===== src/rtl/alu_pkg.sv =====
// Shared definitions for the sequential ALU: opcodes, status-flag bit positions
// and FSM state encoding.
package alu_pkg;

    localparam logic [3:0] OP_ADD = 4'd0;
    localparam logic [3:0] OP_SUB = 4'd1;
    localparam logic [3:0] OP_MUL = 4'd2;
    localparam logic [3:0] OP_AND = 4'd3;
    localparam logic [3:0] OP_OR  = 4'd4;
    localparam logic [3:0] OP_XOR = 4'd5;
    localparam logic [3:0] OP_NOT = 4'd6;
    localparam logic [3:0] OP_SHL = 4'd7;
    localparam logic [3:0] OP_SHR = 4'd8;
    localparam logic [3:0] OP_SAR = 4'd9;
    localparam logic [3:0] OP_ROL = 4'd10;
    localparam logic [3:0] OP_ROR = 4'd11;
    localparam logic [3:0] OP_CMP = 4'd12;
    localparam logic [3:0] OP_INC = 4'd13;
    localparam logic [3:0] OP_DEC = 4'd14;
    localparam logic [3:0] OP_ADC = 4'd15;

    localparam int FLG_C = 0;
    localparam int FLG_Z = 1;
    localparam int FLG_N = 2;
    localparam int FLG_V = 3;

    typedef enum logic [1:0] {
        ST_IDLE = 2'd0,
        ST_EXEC = 2'd1,
        ST_MUL  = 2'd2
    } state_e;

    function automatic logic [3:0] pack_flags(input logic v, input logic n,
                                              input logic z, input logic c);
        logic [3:0] f;
        f        = '0;
        f[FLG_V] = v;
        f[FLG_N] = n;
        f[FLG_Z] = z;
        f[FLG_C] = c;
        return f;
    endfunction

endpackage


===== src/rtl/alu_seq_mul.sv =====
// Iterative unsigned shift-add multiplier: one partial product per cycle,
// done asserts once the iteration counter has run down to zero.
module alu_seq_mul #(
    parameter int WIDTH = 8
) (
    input  logic                 clk,
    input  logic                 rst_n,
    input  logic                 start,
    input  logic [WIDTH-1:0]     a,
    input  logic [WIDTH-1:0]     b,
    output logic                 done,
    output logic [2*WIDTH-1:0]   product
);

    localparam int CW = $clog2(WIDTH) + 1;

    logic [2*WIDTH-1:0] prod_q, prod_d;
    logic [WIDTH-1:0]   mcand_q, mcand_d;
    logic [CW-1:0]      count_q, count_d;
    logic               busy_q, busy_d;
    logic [WIDTH:0]     sum;

    // Upper half accumulates; the multiplier shifts out of the lower half.
    always_comb begin
        prod_d  = prod_q;
        mcand_d = mcand_q;
        count_d = count_q;
        busy_d  = busy_q;
        sum     = {1'b0, prod_q[2*WIDTH-1:WIDTH]} +
                  (prod_q[0] ? {1'b0, mcand_q} : {(WIDTH+1){1'b0}});
        if (start) begin
            prod_d  = {{WIDTH{1'b0}}, b};
            mcand_d = a;
            count_d = CW'(WIDTH);
            busy_d  = 1'b1;
        end else if (busy_q) begin
            if (count_q != '0) begin
                prod_d  = {sum, prod_q[WIDTH-1:1]};
                count_d = count_q - CW'(1);
            end else begin
                busy_d = 1'b0;
            end
        end
    end

    always_ff @(posedge clk or negedge rst_n) begin
        if (!rst_n) begin
            prod_q  <= '0;
            mcand_q <= '0;
            count_q <= '0;
            busy_q  <= 1'b0;
        end else begin
            prod_q  <= prod_d;
            mcand_q <= mcand_d;
            count_q <= count_d;
            busy_q  <= busy_d;
        end
    end

    assign done    = busy_q && (count_q == '0);
    assign product = prod_q;

endmodule


===== src/rtl/alu_seq.sv =====
// Registered WIDTH-bit ALU with valid/ready input handshake and status flags.
//   state   | meaning
//   ST_IDLE | ready, waiting for in_valid
//   ST_EXEC | single-cycle op latched, result registered on next edge
//   ST_MUL  | multiplier iterating, result registered when it reports done
module alu_seq
    import alu_pkg::*;
#(
    parameter int WIDTH = 8,
    localparam int SHW  = $clog2(WIDTH)
) (
    input  logic              clk,
    input  logic              rst_n,
    input  logic              in_valid,
    output logic              in_ready,
    input  logic [WIDTH-1:0]  a,
    input  logic [WIDTH-1:0]  b,
    input  logic [3:0]        function_select_lines,
    output logic              out_valid,
    output logic [WIDTH-1:0]  result,
    output logic [WIDTH-1:0]  result_high,
    output logic [3:0]        sreg
);

    localparam int MSB = WIDTH - 1;

    state_e             state_q, state_d;
    logic [WIDTH-1:0]   a_q, a_d;
    logic [WIDTH-1:0]   b_q, b_d;
    logic [3:0]         op_q, op_d;
    logic [WIDTH-1:0]   result_q, result_d;
    logic [WIDTH-1:0]   result_high_q, result_high_d;
    logic [3:0]         sreg_q, sreg_d;
    logic               out_valid_q, out_valid_d;

    logic               accept;
    logic               mul_start;
    logic               mul_done;
    logic [2*WIDTH-1:0] mul_product;

    logic [SHW-1:0]     sh;
    logic [SHW:0]       sh_inv;
    logic [WIDTH-1:0]   add_b, sub_b;
    logic               add_cin;
    logic [WIDTH:0]     add_w, sub_w;
    logic [WIDTH:0]     shl_w, shr_w, sar_w;
    logic [WIDTH-1:0]   rol_r, ror_r;
    logic [WIDTH-1:0]   alu_r;
    logic               alu_c, alu_v;

    assign in_ready  = (state_q == ST_IDLE);
    assign accept    = in_valid && in_ready;
    assign mul_start = accept && (function_select_lines == OP_MUL);

    alu_seq_mul #(.WIDTH(WIDTH)) u_mul (
        .clk     (clk),
        .rst_n   (rst_n),
        .start   (mul_start),
        .a       (a),
        .b       (b),
        .done    (mul_done),
        .product (mul_product)
    );

    // INC/DEC reuse the adder/subtractor with an implicit operand of one.
    always_comb begin
        sh      = b_q[SHW-1:0];
        sh_inv  = (SHW+1)'(WIDTH) - {1'b0, sh};
        add_b   = (op_q == OP_INC) ? WIDTH'(1) : b_q;
        sub_b   = (op_q == OP_DEC) ? WIDTH'(1) : b_q;
        add_cin = (op_q == OP_ADC) ? sreg_q[FLG_C] : 1'b0;
        add_w   = {1'b0, a_q} + {1'b0, add_b} + {{WIDTH{1'b0}}, add_cin};
        sub_w   = {1'b0, a_q} - {1'b0, sub_b};
        shl_w   = {1'b0, a_q} << sh;
        shr_w   = {a_q, 1'b0} >> sh;
        sar_w   = $signed({a_q, 1'b0}) >>> sh;
        rol_r   = (a_q << sh) | (a_q >> sh_inv);
        ror_r   = (a_q >> sh) | (a_q << sh_inv);
    end

    always_comb begin
        alu_r = '0;
        alu_c = 1'b0;
        alu_v = 1'b0;
        case (op_q)
            OP_ADD, OP_ADC, OP_INC: begin
                alu_r = add_w[MSB:0];
                alu_c = add_w[WIDTH];
                alu_v = (a_q[MSB] == add_b[MSB]) && (add_w[MSB] != a_q[MSB]);
            end
            OP_SUB, OP_DEC: begin
                alu_r = sub_w[MSB:0];
                alu_c = sub_w[WIDTH];
                alu_v = (a_q[MSB] != sub_b[MSB]) && (sub_w[MSB] != a_q[MSB]);
            end
            OP_AND: alu_r = a_q & b_q;
            OP_OR:  alu_r = a_q | b_q;
            OP_XOR: alu_r = a_q ^ b_q;
            OP_NOT: alu_r = ~a_q;
            OP_SHL: begin
                alu_r = shl_w[MSB:0];
                alu_c = shl_w[WIDTH];
            end
            OP_SHR: begin
                alu_r = shr_w[WIDTH:1];
                alu_c = shr_w[0];
            end
            OP_SAR: begin
                alu_r = sar_w[WIDTH:1];
                alu_c = sar_w[0];
            end
            OP_ROL: begin
                alu_r = rol_r;
                alu_c = (sh != '0) && rol_r[0];
            end
            OP_ROR: begin
                alu_r = ror_r;
                alu_c = (sh != '0) && ror_r[MSB];
            end
            OP_CMP: begin
                alu_r[2] = (a_q > b_q);
                alu_r[1] = (a_q == b_q);
                alu_r[0] = (a_q < b_q);
            end
            default: begin
                alu_r = '0;
                alu_c = 1'b0;
                alu_v = 1'b0;
            end
        endcase
    end

    always_comb begin
        state_d       = state_q;
        a_d           = a_q;
        b_d           = b_q;
        op_d          = op_q;
        result_d      = result_q;
        result_high_d = result_high_q;
        sreg_d        = sreg_q;
        out_valid_d   = 1'b0;
        case (state_q)
            ST_IDLE: begin
                if (accept) begin
                    a_d     = a;
                    b_d     = b;
                    op_d    = function_select_lines;
                    state_d = (function_select_lines == OP_MUL) ? ST_MUL : ST_EXEC;
                end
            end
            ST_EXEC: begin
                result_d      = alu_r;
                result_high_d = '0;
                sreg_d        = pack_flags(alu_v, alu_r[MSB], alu_r == '0, alu_c);
                out_valid_d   = 1'b1;
                state_d       = ST_IDLE;
            end
            ST_MUL: begin
                if (mul_done) begin
                    result_d      = mul_product[MSB:0];
                    result_high_d = mul_product[2*WIDTH-1:WIDTH];
                    sreg_d        = pack_flags(1'b0, mul_product[2*WIDTH-1],
                                               mul_product == '0,
                                               mul_product[2*WIDTH-1:WIDTH] != '0);
                    out_valid_d   = 1'b1;
                    state_d       = ST_IDLE;
                end
            end
            default: state_d = ST_IDLE;
        endcase
    end

    always_ff @(posedge clk or negedge rst_n) begin
        if (!rst_n) begin
            state_q       <= ST_IDLE;
            a_q           <= '0;
            b_q           <= '0;
            op_q          <= '0;
            result_q      <= '0;
            result_high_q <= '0;
            sreg_q        <= '0;
            out_valid_q   <= 1'b0;
        end else begin
            state_q       <= state_d;
            a_q           <= a_d;
            b_q           <= b_d;
            op_q          <= op_d;
            result_q      <= result_d;
            result_high_q <= result_high_d;
            sreg_q        <= sreg_d;
            out_valid_q   <= out_valid_d;
        end
    end

    assign out_valid   = out_valid_q;
    assign result      = result_q;
    assign result_high = result_high_q;
    assign sreg        = sreg_q;

endmodule


===== config.mk =====
export PLATFORM = sky130hd
export DESIGN_NAME = alu_seq
export DESIGN_NICKNAME = d
export VERILOG_FILES = /design/src/rtl/alu_pkg.sv /design/src/rtl/alu_seq_mul.sv /design/src/rtl/alu_seq.sv
export SDC_FILE = /design/constraint.sdc
export NUM_CORES = 1
export LEC_CHECK = 0
export ABC_CLOCK_PERIOD_IN_PS = 6810
export CORE_MARGIN = 5
export CORE_UTILIZATION = 65
export CTS_CLUSTER_SIZE = 28
export DETAILED_ROUTE_END_ITERATION = 6
export PLACE_DENSITY = 0.87
export SLEW_MARGIN = 5
export SYNTH_ARGS = -nofsm -noshare
export SYNTH_HDL_FRONTEND = slang
export SYNTH_SLANG_ARGS = --single-unit
export TNS_END_PERCENT = 50

===== constraint.sdc =====
create_clock -name clk -period 6.81 [get_ports clk]
set_input_delay 1.362 -clock clk [delete_from_list [all_inputs] [get_ports clk]]
set_output_delay 1.362 -clock clk [all_outputs]
set_load 0.02 [all_outputs]

==> results of run 1 <==
path summary, 6_finish.rpt:
path / from / end / slack (ns) / cells after the start
max reg2reg: op_q[0]$_DFFE_PN0P_ / sreg[1]$_DFFE_PN0P_ / 2.29 / 13
min: result[1]$_DFFE_PN0P_ / result[1]$_DFFE_PN0P_ / 0.49 / 2
max: op_q[0]$_DFFE_PN0P_ / sreg[1]$_DFFE_PN0P_ / 2.29 / 13
max in group asynchronous: rst_n / b_q[7]$_DFFE_PN0P_ / 4.99 / 2
min in group asynchronous: rst_n / state_q[1]$_DFFE_PN0P_ / 1.20 / 2
min reg2reg: result[1]$_DFFE_PN0P_ / result[1]$_DFFE_PN0P_ / 0.49 / 2
cells by family (layout without fill, tap and decap cells):
logic type / count (synthesis) / in the layout / synth area share [%]
and+or+nand+nor: 242 / 242 / 18.52
DFF: 72 / 72 / 27.58
buffers and inverters: 90 / 111 / 5.400
adders and majority gates: 60 / 60 / 11.95
xor gates and xnor gates: 19 / 19 / 2.547
AOI/OAI and AO/OA: 196 / 196 / 19.44
muxes: 76 / 76 / 14.57
synthesized netlist by cell type (all sizes together) (5+ instances only):
cell type,n
a211oi,10
a21o,6
a21oi,41
a221o,5
a22o,6
a22oi,9
a31oi,7
and2,18
buf,9
clkbuf,41
dfrtp,72
ha,56
inv,40
mux2,40
mux2i,25
mux4,11
nand2,84
nand2b,8
nand3,10
nand4b,5
nor2,51
nor2b,15
nor3,13
nor4,7
o211ai,10
o21a,5
o21ai,55
o22ai,9
or2,6
or4,5
xnor2,11
xor2,8
metrics by stage:
step                total power, uW  instance area (um2)  setup WS (ns)  utilization [%]
floorplan                      2198                 6534          3.111                -
global placement               2699                 7018          2.573            71.80
detailed placement             2760                 7018          2.502            71.80
CTS                            3090                 7199          2.387            73.66
global route                   3358                 7199          1.998            73.66
finish                         3154                 7199          2.286            73.66
critical path, stage by stage (launching register included):
cell,delay (ns)
dfrtp_1,0.89
nor2b_1,0.78
nand2_1,0.15
nand2_1,0.14
fa_1,0.20
inv_1,0.06
fa_1,0.39
xor2_1,0.14
o32ai_1,0.09
a2111oi_0,0.43
nand4_1,0.19
or4_4,0.55
nor4_2,0.19
a221o_1,0.23
cell type report:
cell class / count / area (um2) / share of cell area, %
Tap cell: 133 / 166.4 / 2.311
Clock buffer: 10 / 137.6 / 1.912
Multi-Input combinational cell: 593 / 4382 / 60.86
Inverter: 40 / 150.1 / 2.086
Timing Repair Buffer: 55 / 518.0 / 7.195
Sequential cell: 72 / 1802 / 25.03
Clock inverter: 6 / 43.79 / 0.6083
power groups by stage:
| stage | registers (uW) | clock network [uW] | logic [uW] |
|---|---|---|---|
| after floorplan | 730 | 0 | 1470 |
| after global placement | 793 | 0 | 1910 |
| after detailed placement | 803 | 0 | 1960 |
| after CTS | 797 | 319 | 1970 |
| after global routing | 828 | 336 | 2190 |
| final | 809 | 318 | 2030 |
metal layers:
layer / GRT usage, % / vias to the layer above / share of wire [%]
met5: 0 / - / 0
met4: 13.54 / 0 / 3.4
met3: 6.756 / 65 / 10
met2: 54.85 / 379 / 46
met1: 48.39 / 2972 / 40
li1: - / 2753 / -
state kept, by name, summed over array words and instances (netlist names):
register and cells:
sreg 4, result_high 8, u_mul.product 16, a_q 8, result 8, u_mul.mcand_q 8, u_mul.count_q 4, op_q 4
out_valid 1, b_q 8, state_q 2, u_mul.busy_q 1
==> run_results.csv, run 1 <==
group,metric,value,unit
run,maxCapViolations,0,
drt,via_per_inst,6.787,
power_and_ir_drop,p_switching,1569,uW
timing,max_clock_freq,0.2210,GHz
clock_tree,cts_buffers,9,
clock_tree,h-tree-depth,3,
floorplan,core_area,9774,um2
synth,yosysTopAreaCellShare,27.58,%
power_and_ir_drop,pwr-share-seq,25.7,%
critical_path,worstPathArrival,4.80,ns
timing,setup_viol,0,
drt,dr_total_vias,6169,
place,gp_congestion,1.101,
place,dp_hpwl,14960,um
clock_tree,cts_sinks,72,
global_route,grt_pass1_vias,6134,
synth,async_flop_share,100.0,%
synth,synth_edf_count,0,
drt,ant_nets,0,
timing,rsz0062_at_grt,"no",
place,port_buffers,44,
timing,tns,0,ns
hold_path,hp-class,"reg2reg",
drt,wire_per_inst,22.69,um
drt,drtIter0Drc,733,
synth,syn_nets,838,
timing,finalCriticalPeriod,4.524,ns
synth,syn_inst,755,
global_route,grt_max_degree,73,
drt,wl,20620,um
layout,final_layout_size_suffix_gt1_share,11.86,%
timing,hold_viol_final,0,
power_and_ir_drop,switching_share,49.75,%
critical_path,cp_max_fo,30,
clock_tree,clk_latency,0.35,ns
layout,fin_nets,854,
clock_tree,hold_buffers,0,
drt,drc,0,
critical_path,end_kind,"flop",
power_and_ir_drop,power.density,438.0,nW/um2
global_route,gr-total-overflow,0,
layout,fill_cells,740,
layout,layoutNonFillerInstCount,909,
power_and_ir_drop,intPower,1585,uW
clock_tree,cts_resized,0,
critical_path,crit_type,"reg2reg",
synth,synth-seq-cells,72,
timing,drv_slew,0,
layout,antenna_cells,0,
power_and_ir_drop,vdd_drop_max,0.2459,mV
power_and_ir_drop,power.leakage,0.003205,uW
drt,dr.pass1.iters,5,
layout,area_delta_synth_final,10.19,%
timing,maxSlewHeadroom,15.78,%
timing,min_period_over_period,66.44,%
synth,seq_area_frac_synth,27.58,%
critical_path,critical_path_required,7.08,ns
global_route,antenna_found_initial,0,
synth,synth_cell_types,69,
place,place_inst,893,
outcome,status,"completed",
floorplan,boundaryPins,45,
critical_path,start_kind,"flop",
timing,skew,0.01363,ns
global_route,grt_use_total,35.12,%
global_route,grt_pass1_wl,32350,um
synth,synth_ff_type,"dfrtp_1",
synth,syn_avg_cell_area,8.654,um2
clock_tree,clk_pin_slew,0.08,ns
clock_tree,cts_max_path_buffers,2,
clock_tree,cts_tree,"done",
synth,netlist_area,6534,um2
clock_tree,cts-root-buf,"clkbuf_8",
timing,tightest_slew,1.263,ns
floorplan,rows,36,
power_and_ir_drop,pwr-share-comb,64.2,%
layout,layout_commonest_cell,"nand2_1",
floorplan,start_util,66.85,%
floorplan,die_x,110.3,um
synth,synth_top_cell_by_area,"dfrtp_1",
synth,synth.top_cells.by_area,"dfrtp_1, ha_1, mux2_2",
synth,ys_warn_count,0,
floorplan,die_h,110.3,um
timing,timing.hold.ws,0.4936,ns
floorplan,dieArea,12160,um2
layout,final_cell_mix,"nand2_1, dfrtp_1, ha_1, o21ai_0, nor2_1",
power_and_ir_drop,clkPwrFrac,10.1,%
clock_tree,cts_setup_buffers,0,
(Power assumes the default switching activity.)
==> run 2, diff against run 1 <==
--- a/config.mk
+++ b/config.mk
@@ -5,12 +5,12 @@
 export SDC_FILE = /design/constraint.sdc
 export NUM_CORES = 1
 export LEC_CHECK = 0
-export ABC_CLOCK_PERIOD_IN_PS = 6810
+export ABC_CLOCK_PERIOD_IN_PS = 4640
 export CORE_MARGIN = 5
-export CORE_UTILIZATION = 65
+export CORE_UTILIZATION = 61
 export CTS_CLUSTER_SIZE = 28
 export DETAILED_ROUTE_END_ITERATION = 6
-export PLACE_DENSITY = 0.87
+export PLACE_DENSITY = 0.82
 export SLEW_MARGIN = 5
 export SYNTH_ARGS = -nofsm -noshare
 export SYNTH_HDL_FRONTEND = slang
==> constraint.sdc (replaced) <==
create_clock -name clk -period 4.64 [get_ports clk]
set_input_delay 0.928 -clock clk [delete_from_list [all_inputs] [get_ports clk]]
set_output_delay 0.928 -clock clk [all_outputs]
set_load 0.02 [all_outputs]
==> run 2 against run 1 <==
The run now ends with DRC left; sequential power up 40%; combinational power up 50%; maximum frequency up 9.1%.
==> run_results.csv, run 2 (synthesized netlist as in run 1, its figures left out) <==
group,metric,value,unit
outcome,status,"finished, violations left",
outcome,violations,"DRC",
layout,largest_reg_flops,16,
floorplan,die_x,113.5,um
critical_path,critical_path_required,4.92,ns
drt,dr_total_vias,6143,
place,port_buffers,44,
timing,tightest_slew,0.9937,ns
timing,skew,0.009514,ns
timing,maxSlewHeadroom,33.75,%
timing,tns,0,ns
floorplan,dieArea,12880,um2
clock_tree,h-tree-depth,3,
layout,antenna_cells,0,
layout,layout_commonest_cell,"nand2_1",
layout,fill_cells,812,
clock_tree,cts_max_path_buffers,2,
clock_tree,hold_buffers,0,
floorplan,start_util,63.01,%
clock_tree,cts_sinks,72,
clock_tree,cts_setup_buffers,0,
power_and_ir_drop,power.density,648.3,nW/um2
layout,fin_nets,862,
drt,dr.pass1.iters,7,
global_route,grt_pass1_wl,31620,um
clock_tree,cts_resized,0,
timing,rsz0062_at_grt,"no",
clock_tree,cts_buffers,9,
timing,drv_slew,0,
clock_tree,clk_latency,0.34,ns
floorplan,core_area,10370,um2
power_and_ir_drop,vdd_drop_max,0.3228,mV
hold_path,hp-class,"reg2reg",
global_route,antenna_found_initial,0,
critical_path,start_kind,"flop",
place,dp_slack,0.6586,ns
place,gp_congestion,1.051,
power_and_ir_drop,power.leakage,0.003254,uW
global_route,grt_max_degree,46,
place,dp_hpwl,14520,um
drt,via_per_inst,6.677,
critical_path,crit_type,"reg2reg",
global_route,grt_pass1_vias,5879,
floorplan,rows,37,
critical_path,end_kind,"flop",
clock_tree,cts-root-buf,"clkbuf_8",
layout,area_delta_synth_final,11.76,%
floorplan,boundaryPins,45,
timing,layout_setup_ws,0.4938,ns
global_route,gr-total-overflow,0,
run,maxCapViolations,0,
critical_path,worstPathArrival,4.43,ns
critical_path,cp_max_fo,22,
layout,final_layout_size_suffix_gt1_share,12.63,%
timing,setup_viol,0,
timing,finalCriticalPeriod,4.146,ns
timing,hold_viol_final,0,
timing,min_period_over_period,89.36,%
global_route,grt_use_total,30.93,%
clock_tree,cts_tree,"done",
clock_tree,clk_pin_slew,0.08,ns
timing,max_clock_freq,0.2412,GHz
layout,final_cell_mix,"nand2_1, dfrtp_1, ha_1, o21ai_0, nor2_1",
drt,ant_nets,0,
drt,wire_per_inst,21.43,um
drt,wl,19720,um
drt,drc,9,
drt,drtIter0Drc,800,
floorplan,die_h,113.5,um
[run 2: changes by cell type in the layout (fill, tap and decap cells not counted), sizes merged]
| cell | previous run | this run |
|---|---|---|
| buf | 12 | 20 |
| clkinvlp | 1 | 2 |
| bufinv | 0 | 2 |
| clkinv | 4 | 1 |
[run 2: area by class of cell]
class	count	area (um2)	area share, %
inverters	40	150.1	2.056
well taps	136	170.2	2.330
multi-input cells	593	4382	60.01
flip-flops and latches	72	1802	24.67
clock buffers	10	127.6	1.748
clock inverters	6	92.59	1.268
repair buffers	63	578.1	7.916
[run 2: metal layers]
| metal | global-route usage (%) | wire, um | vias to the layer above |
|---|---|---|---|
| li1 | - | - | 2779 |
| met1 | 43.36 | 8137 | 2931 |
| met2 | 48.88 | 8959 | 361 |
| met3 | 5.995 | 1984 | 72 |
| met4 | 8.894 | 636 | 0 |
| met5 | 0 | 0 | - |
[run 2: final timing paths]
check	to	startpoint	cells after the start	slack, ns
max in group asynchronous	sreg[1]$_DFFE_PN0P_	rst_n	2	2.96
worst max-delay path	sreg[1]$_DFFE_PN0P_	op_q[2]$_DFFE_PN0P_	13	0.49
worst max register to register	sreg[1]$_DFFE_PN0P_	op_q[2]$_DFFE_PN0P_	13	0.49
worst min-delay path	result[4]$_DFFE_PN0P_	result[4]$_DFFE_PN0P_	2	0.49
worst min register to register	result[4]$_DFFE_PN0P_	result[4]$_DFFE_PN0P_	2	0.49
min in group asynchronous	u_mul.product[11]$_DFFE_PN0P_	rst_n	1	0.75
[run 2: per-stage QoR]
stage                     hold WS, ns  power [uW]  utilization [%]  cells  instance area, um2
after global placement         0.4636        3951            68.29    904                7082
after global routing           0.5015        5053            70.42    920                7302
final                          0.4864        4734            70.42    920                7302
after CTS                      0.4892        4648            70.42    920                7302
after detailed placement       0.4717        4071            68.29    904                7082
after floorplan                0.4721        3225                -    755                6534
[run 2: power breakdown]
group	total [uW]	switching, uW	internal (uW)	leakage, uW
registers	1130	290	840	0.000900
logic	3050	1750	1300	0.00225
clock network	559	254	306	0.000103
total	4730	2290	2450	0.00325
[run 2: critical path: stages (launching register included)]
cell,delay (ns)
dfrtp_1,0.70
and2_1,0.43
nand2_1,0.13
nand2_1,0.12
fa_1,0.21
inv_1,0.06
fa_1,0.40
xor2_1,0.15
o32ai_1,0.09
a2111oi_0,0.64
nand4_1,0.25
or4_4,0.58
nor4_2,0.15
a221o_1,0.17
==> run 3, diff against run 2 <==
--- a/config.mk
+++ b/config.mk
@@ -6,6 +6,7 @@
 export NUM_CORES = 1
 export LEC_CHECK = 0
 export ABC_CLOCK_PERIOD_IN_PS = 4640
+export CAP_MARGIN = 15
 export CORE_MARGIN = 5
 export CORE_UTILIZATION = 61
 export CTS_CLUSTER_SIZE = 28
==> results of run 3 <==
No change in the layout: final DEF, timing and power equal those of run 2.
